<file path="src/rtl/bytestream_rx_fifo_pkg.sv">
// Shared constants and helpers for the receive-side byte FIFO.
// Drop accounting saturates rather than wrapping.
package bytestream_rx_fifo_pkg;

    localparam int unsigned BYTE_W  = 8;
    localparam logic [7:0]  DROP_MAX = 8'hFF;

    function automatic logic [7:0] sat_inc(input logic [7:0] v);
        return (v == DROP_MAX) ? v : v + 8'd1;
    endfunction

endpackage

</file>
<file path="src/rtl/bytestream_rx_fifo.sv">
// Elastic buffer behind the UART bytestream: FWFT output, drop-on-full
// input with sticky overflow and a saturating drop counter.
module bytestream_rx_fifo
    import bytestream_rx_fifo_pkg::*;
#(
    parameter int unsigned DEPTH_LOG2 = 4
) (
    input  logic                  clk,
    input  logic                  reset_n,
    input  logic [BYTE_W-1:0]     in_data,
    input  logic                  in_produce,
    output logic [BYTE_W-1:0]     out_data,
    output logic                  out_valid,
    input  logic                  out_consume,
    output logic [DEPTH_LOG2:0]   level,
    input  logic                  flush,
    output logic                  overflow,
    input  logic                  overflow_clear,
    output logic [7:0]            drop_count
);

    localparam int unsigned DEPTH = 1 << DEPTH_LOG2;
    localparam int unsigned PW    = DEPTH_LOG2 + 1;

    logic [PW-1:0]     wr_ptr_q, wr_ptr_d;
    logic [PW-1:0]     rd_ptr_q, rd_ptr_d;
    logic              overflow_q, overflow_d;
    logic [7:0]        drop_count_q, drop_count_d;
    logic [BYTE_W-1:0] mem [DEPTH];

    logic [PW-1:0] level_w;
    logic          empty, full;
    logic          rd, wr, drop, mem_we;

    assign level_w = wr_ptr_q - rd_ptr_q;
    assign empty   = (level_w == '0);
    assign full    = (level_w == PW'(DEPTH));

    always_comb begin
        rd           = out_consume && !empty;
        wr           = in_produce && (!full || rd);
        drop         = in_produce && full && !rd;
        mem_we       = 1'b0;
        wr_ptr_d     = wr_ptr_q;
        rd_ptr_d     = rd_ptr_q;
        overflow_d   = overflow_q;
        drop_count_d = drop_count_q;

        // Flush discards everything, including a byte arriving this cycle.
        if (flush) begin
            rd_ptr_d = wr_ptr_q;
        end else begin
            if (rd) rd_ptr_d = rd_ptr_q + PW'(1);
            if (wr) begin
                wr_ptr_d = wr_ptr_q + PW'(1);
                mem_we   = 1'b1;
            end
        end

        if (drop && !flush) begin
            overflow_d   = 1'b1;
            drop_count_d = overflow_clear ? 8'd1 : sat_inc(drop_count_q);
        end else if (overflow_clear) begin
            overflow_d   = 1'b0;
            drop_count_d = 8'd0;
        end
    end

    always_ff @(posedge clk or negedge reset_n) begin
        if (!reset_n) begin
            wr_ptr_q     <= '0;
            rd_ptr_q     <= '0;
            overflow_q   <= 1'b0;
            drop_count_q <= 8'd0;
        end else begin
            wr_ptr_q     <= wr_ptr_d;
            rd_ptr_q     <= rd_ptr_d;
            overflow_q   <= overflow_d;
            drop_count_q <= drop_count_d;
        end
    end

    // Storage is deliberately not reset so it maps to distributed RAM.
    always_ff @(posedge clk) begin
        if (mem_we) mem[wr_ptr_q[DEPTH_LOG2-1:0]] <= in_data;
    end

    assign out_valid  = !empty;
    assign out_data   = out_valid ? mem[rd_ptr_q[DEPTH_LOG2-1:0]] : '0;
    assign level      = level_w;
    assign overflow   = overflow_q;
    assign drop_count = drop_count_q;

endmodule

</file>
<file path="config.mk">
export PLATFORM = sky130hd
export DESIGN_NAME = bytestream_rx_fifo
export DESIGN_NICKNAME = d
export VERILOG_FILES = /design/src/rtl/bytestream_rx_fifo_pkg.sv /design/src/rtl/bytestream_rx_fifo.sv
export SDC_FILE = /design/constraint.sdc
export NUM_CORES = 1
export LEC_CHECK = 0
export BUFFER_PORTS_ARGS = -buffer_cell sky130_fd_sc_hd__buf_2
export CORE_ASPECT_RATIO = 1.5
export CORE_MARGIN = 5
export CORE_UTILIZATION = 45
export CTS_BUF_LIST = sky130_fd_sc_hd__clkbuf_8 sky130_fd_sc_hd__clkbuf_16
export CTS_CLUSTER_SIZE = 14
export DETAILED_ROUTE_END_ITERATION = 8
export GPL_TIMING_DRIVEN = 1
export SLEW_MARGIN = 0
export SYNTH_ARGS = -nofsm -noshare
export SYNTH_HDL_FRONTEND = slang
export SYNTH_SLANG_ARGS = --single-unit
</file>
<file path="constraint.sdc">
create_clock -name clk -period 3.93 [get_ports clk]
set_input_delay 0.393 -clock clk [delete_from_list [all_inputs] [get_ports clk]]
set_output_delay 0.393 -clock clk [all_outputs]
set_load 0.01 [all_outputs]
</file>
==> impl_metrics.env <==
export IMPL_rsz0062_at_grt="false"
export IMPL_p_int_uw=3650
export IMPL_criticalPathCategory="reg -> out"
export IMPL_synth_seq_cells=147
export IMPL_root_buffer="clkbuf_16"
export IMPL_hold_viol_final=0
export IMPL_syn_area_per_cell_sq_um=18.4
export IMPL_synth_fp_nets=362
export IMPL_start_util_pct=45.8
export IMPL_tritoncts="yes"
export IMPL_cap_violations=0
export IMPL_seqCellArea_sq_um=4320
export IMPL_clkTransAtPathRegs_ns=0.06
export IMPL_worstMarginPinSlew_ns=0.690
export IMPL_drive_gt1_share_pct=30.0
export IMPL_post_cts_buffers=0
export IMPL_n_antenna_cell=0
export IMPL_relSlewSlack_pct=54.0
export IMPL_portBuffers=36
export IMPL_skew_ns=0.0135
export IMPL_synth_top_area_cell="edfxtp_1"
export IMPL_final_area_sq_um=7170
export IMPL_synth_async_reset_ratio_pct=12.9
export IMPL_critPathBufInv=4
export IMPL_wirelength_um=13200
export IMPL_coreArea_sq_um=13500
export IMPL_synth_edf_count=128
export IMPL_fin_crit_sh_pct=82.5
export IMPL_swShare_pct=31.3
export IMPL_grt_use_total_pct=17.1
export IMPL_htreeDepth=4
export IMPL_fin_nets=409
export IMPL_final_max_slew_viol_count=0
export IMPL_die_height_um=154
export IMPL_power_density_nw_per_um2=741
export IMPL_drtAntennaViolNets=0
export IMPL_viasPerCell=5.79
export IMPL_cp_start_kind="flop"
export IMPL_dr_pass1_iters=4
export IMPL_dpl_hpwl_um=8980
export IMPL_end_kind="output pin"
export IMPL_p_seq_share_pct=35.8
export IMPL_grt_first_pass_wirelength_um=20400
export IMPL_worst_path_max_fanout=13
export IMPL_hold_ws_ns=0.239
export IMPL_hp_class="in -> reg"
export IMPL_post_cts_resized=0
export IMPL_slowest_stage="fa_1"
export IMPL_drc=0
export IMPL_cpLargestDelayFamily="adder cells"
export IMPL_cts_made_buffers=17
export IMPL_multi_input_area_sq_um=1770
export IMPL_combPwrFrac_pct=33.9
export IMPL_area_growth_pct=15.7
export IMPL_cellLeakagePower_uw=0.00255
export IMPL_yosys_top_cells_count="128 x edfxtp_1, 40 x mux4_2, 19 x dfrtp_1, 16 x and3_1, 12 x inv_1"
export IMPL_grt_max_degree=36
export IMPL_slowest_delay_ns=0.47
export IMPL_rows=52
export IMPL_post_dp_cell_area_sq_um=6570
export IMPL_netlist_area_sq_um=6200
export IMPL_synthTopCellsByArea="edfxtp_1 62%, mux4_2 15%, dfrtp_1 7.7%"
export IMPL_setup_viol=0
export IMPL_yosysMostFrequentCell="edfxtp_1"
export IMPL_crit_required_ns=3.54
export IMPL_p_clk_share_pct=30.3
export IMPL_switching_power_uw=1660
export IMPL_critPathArrivalTime_ns=2.85
export IMPL_synth_main_ff_cell="edfxtp_1"
export IMPL_syn_inst=337
export IMPL_grt_ovfl_total=0
export IMPL_status="finished clean"
export IMPL_ys_seq_area_share_pct=69.7
export IMPL_place_congestion=0.750
export IMPL_path_cells="inv_1 > ha_1 > inv_1 > fa_1 > nand3b_1 > a211o_1 > a211oi_2 > buf_4 > nor2b_1 > buf_2"
export IMPL_fillers=1108
export IMPL_post_drt_wl_per_cell_um=23.6
export IMPL_setup_tns_final_ns=0
export IMPL_dieWidth_um=106
export IMPL_ir_drop_mv=0.326
export IMPL_ios=37
export IMPL_cts_buffer_depth=2
export IMPL_num_vias=3235
export IMPL_fin_crit_ns=3.24
export IMPL_yosysTopAreaCellShare_pct=62.0
export IMPL_die_area_sq_um=16300
export IMPL_grt_antenna_before_repair=0
export IMPL_drt_initial_drc_count=249
export IMPL_postCtsHoldBufs=1
export IMPL_clock_latency_ns=0.42
export IMPL_grt_pass1_vias=3453
export IMPL_cts_num_sinks=147
export IMPL_cpMostUsedCell="inv_1"
export IMPL_fmax_mhz=308
export IMPL_yosys_warnings=0
export IMPL_yosysUniqueCellTypes=43
-- area by class of cell --
class	count	share of cell area, %
sequential	147	60.2
tap	162	2.83
timing repair buffer	44	3.38
multi-input combinational	162	24.7
clock inverter	15	2.34
clock buffer	17	5.93
inverter	12	0.628
-- final timing paths --
kind / startpoint / slack (ns) / depth (start not counted) / endpoint
worst max-delay path: wr_ptr_q[0]$_DFFE_PN0P_ / 0.69 / 10 / out_data[3]
max in group asynchronous: reset_n / 3.11 / 2 / rd_ptr_q[0]$_DFFE_PN0P_
worst max register to register: wr_ptr_q[0]$_DFFE_PN0P_ / 0.81 / 10 / drop_count[7]$_DFFE_PN0P_
worst min register to register: overflow$_DFFE_PN0P_ / 0.51 / 1 / overflow$_DFFE_PN0P_
worst min-delay path: overflow_clear / 0.24 / 2 / drop_count[3]$_DFFE_PN0P_
min in group asynchronous: reset_n / 0.47 / 2 / rd_ptr_q[1]$_DFFE_PN0P_
-- registers in the layout, indices dropped and copies added, names as in the netlist --
signal / count
overflow: 1
wr_ptr_q: 5
mem: 128
rd_ptr_q: 5
drop_count: 8
-- kinds of logic (layout without fill, tap and decap cells) --
family          Yosys count  count (layout)  synth area share (%)
xor+xnor                 11              11                  1.55
simple gates             72              72                  6.74
compound gates           23              23                  2.42
mux                      45              45                  15.4
buf+inv                  28              88                  1.90
flops                   147             147                  69.7
fa+ha+maj                11              11                  2.34
-- placed cells by master (no fill, tap or decap), types with 2 or more instances in the layout --
master and count:
inv_1 14, clkinv_2 2, ha_1 10, mux4_2 40
xnor2_1 5, and3_1 16, edfxtp_1 128, clkinv_4 2
nand2b_1 2, clkinvlp_4 4, a21oi_1 7, nand3b_1 2
buf_4 7, nand3_1 3, nor4_1 2, buf_2 36
nor2_1 7, nor2b_1 11, mux2_2 2, nor3_1 5
mux2i_1 3, nand2_1 9, or4_1 2, o31ai_1 2
clkbuf_16 17, dfrtp_1 18, bufinv_16 3, xor2_1 6
o21ai_0 6, nand4_1 3, or3_1 4
-- stage by stage --
step                      power (uW)  worst slack [ns]  util (%)  std cells
after floorplan                 3160             0.398         -        337
final                           5320             0.688      53.0        559
after global routing            5590             0.502      53.0        559
after global placement          3750             0.875      48.5        526
after detailed placement        3770             0.849      48.5        526
after CTS                       5380             0.680      53.0        559
-- power by group through the flow --
stage	Clock, uW	Combinational (uW)	Sequential [uW]
2_1_floorplan	0	1260	1900
3_3_place_gp	0	1820	1930
5_1_grt	1710	1970	1910
3_5_place_dp	0	1830	1940
6_report	1610	1800	1900
4_1_cts	1630	1840	1900
-- routing by layer --
layer	vias up	wire [um]	GRT usage [%]
met2	114	7330	30.3
met4	0	112	5.00
met5	-	0	0
li1	1436	-	-
met1	1677	5080	20.6
met3	8	686	4.11
(Power assumes the default switching activity.)
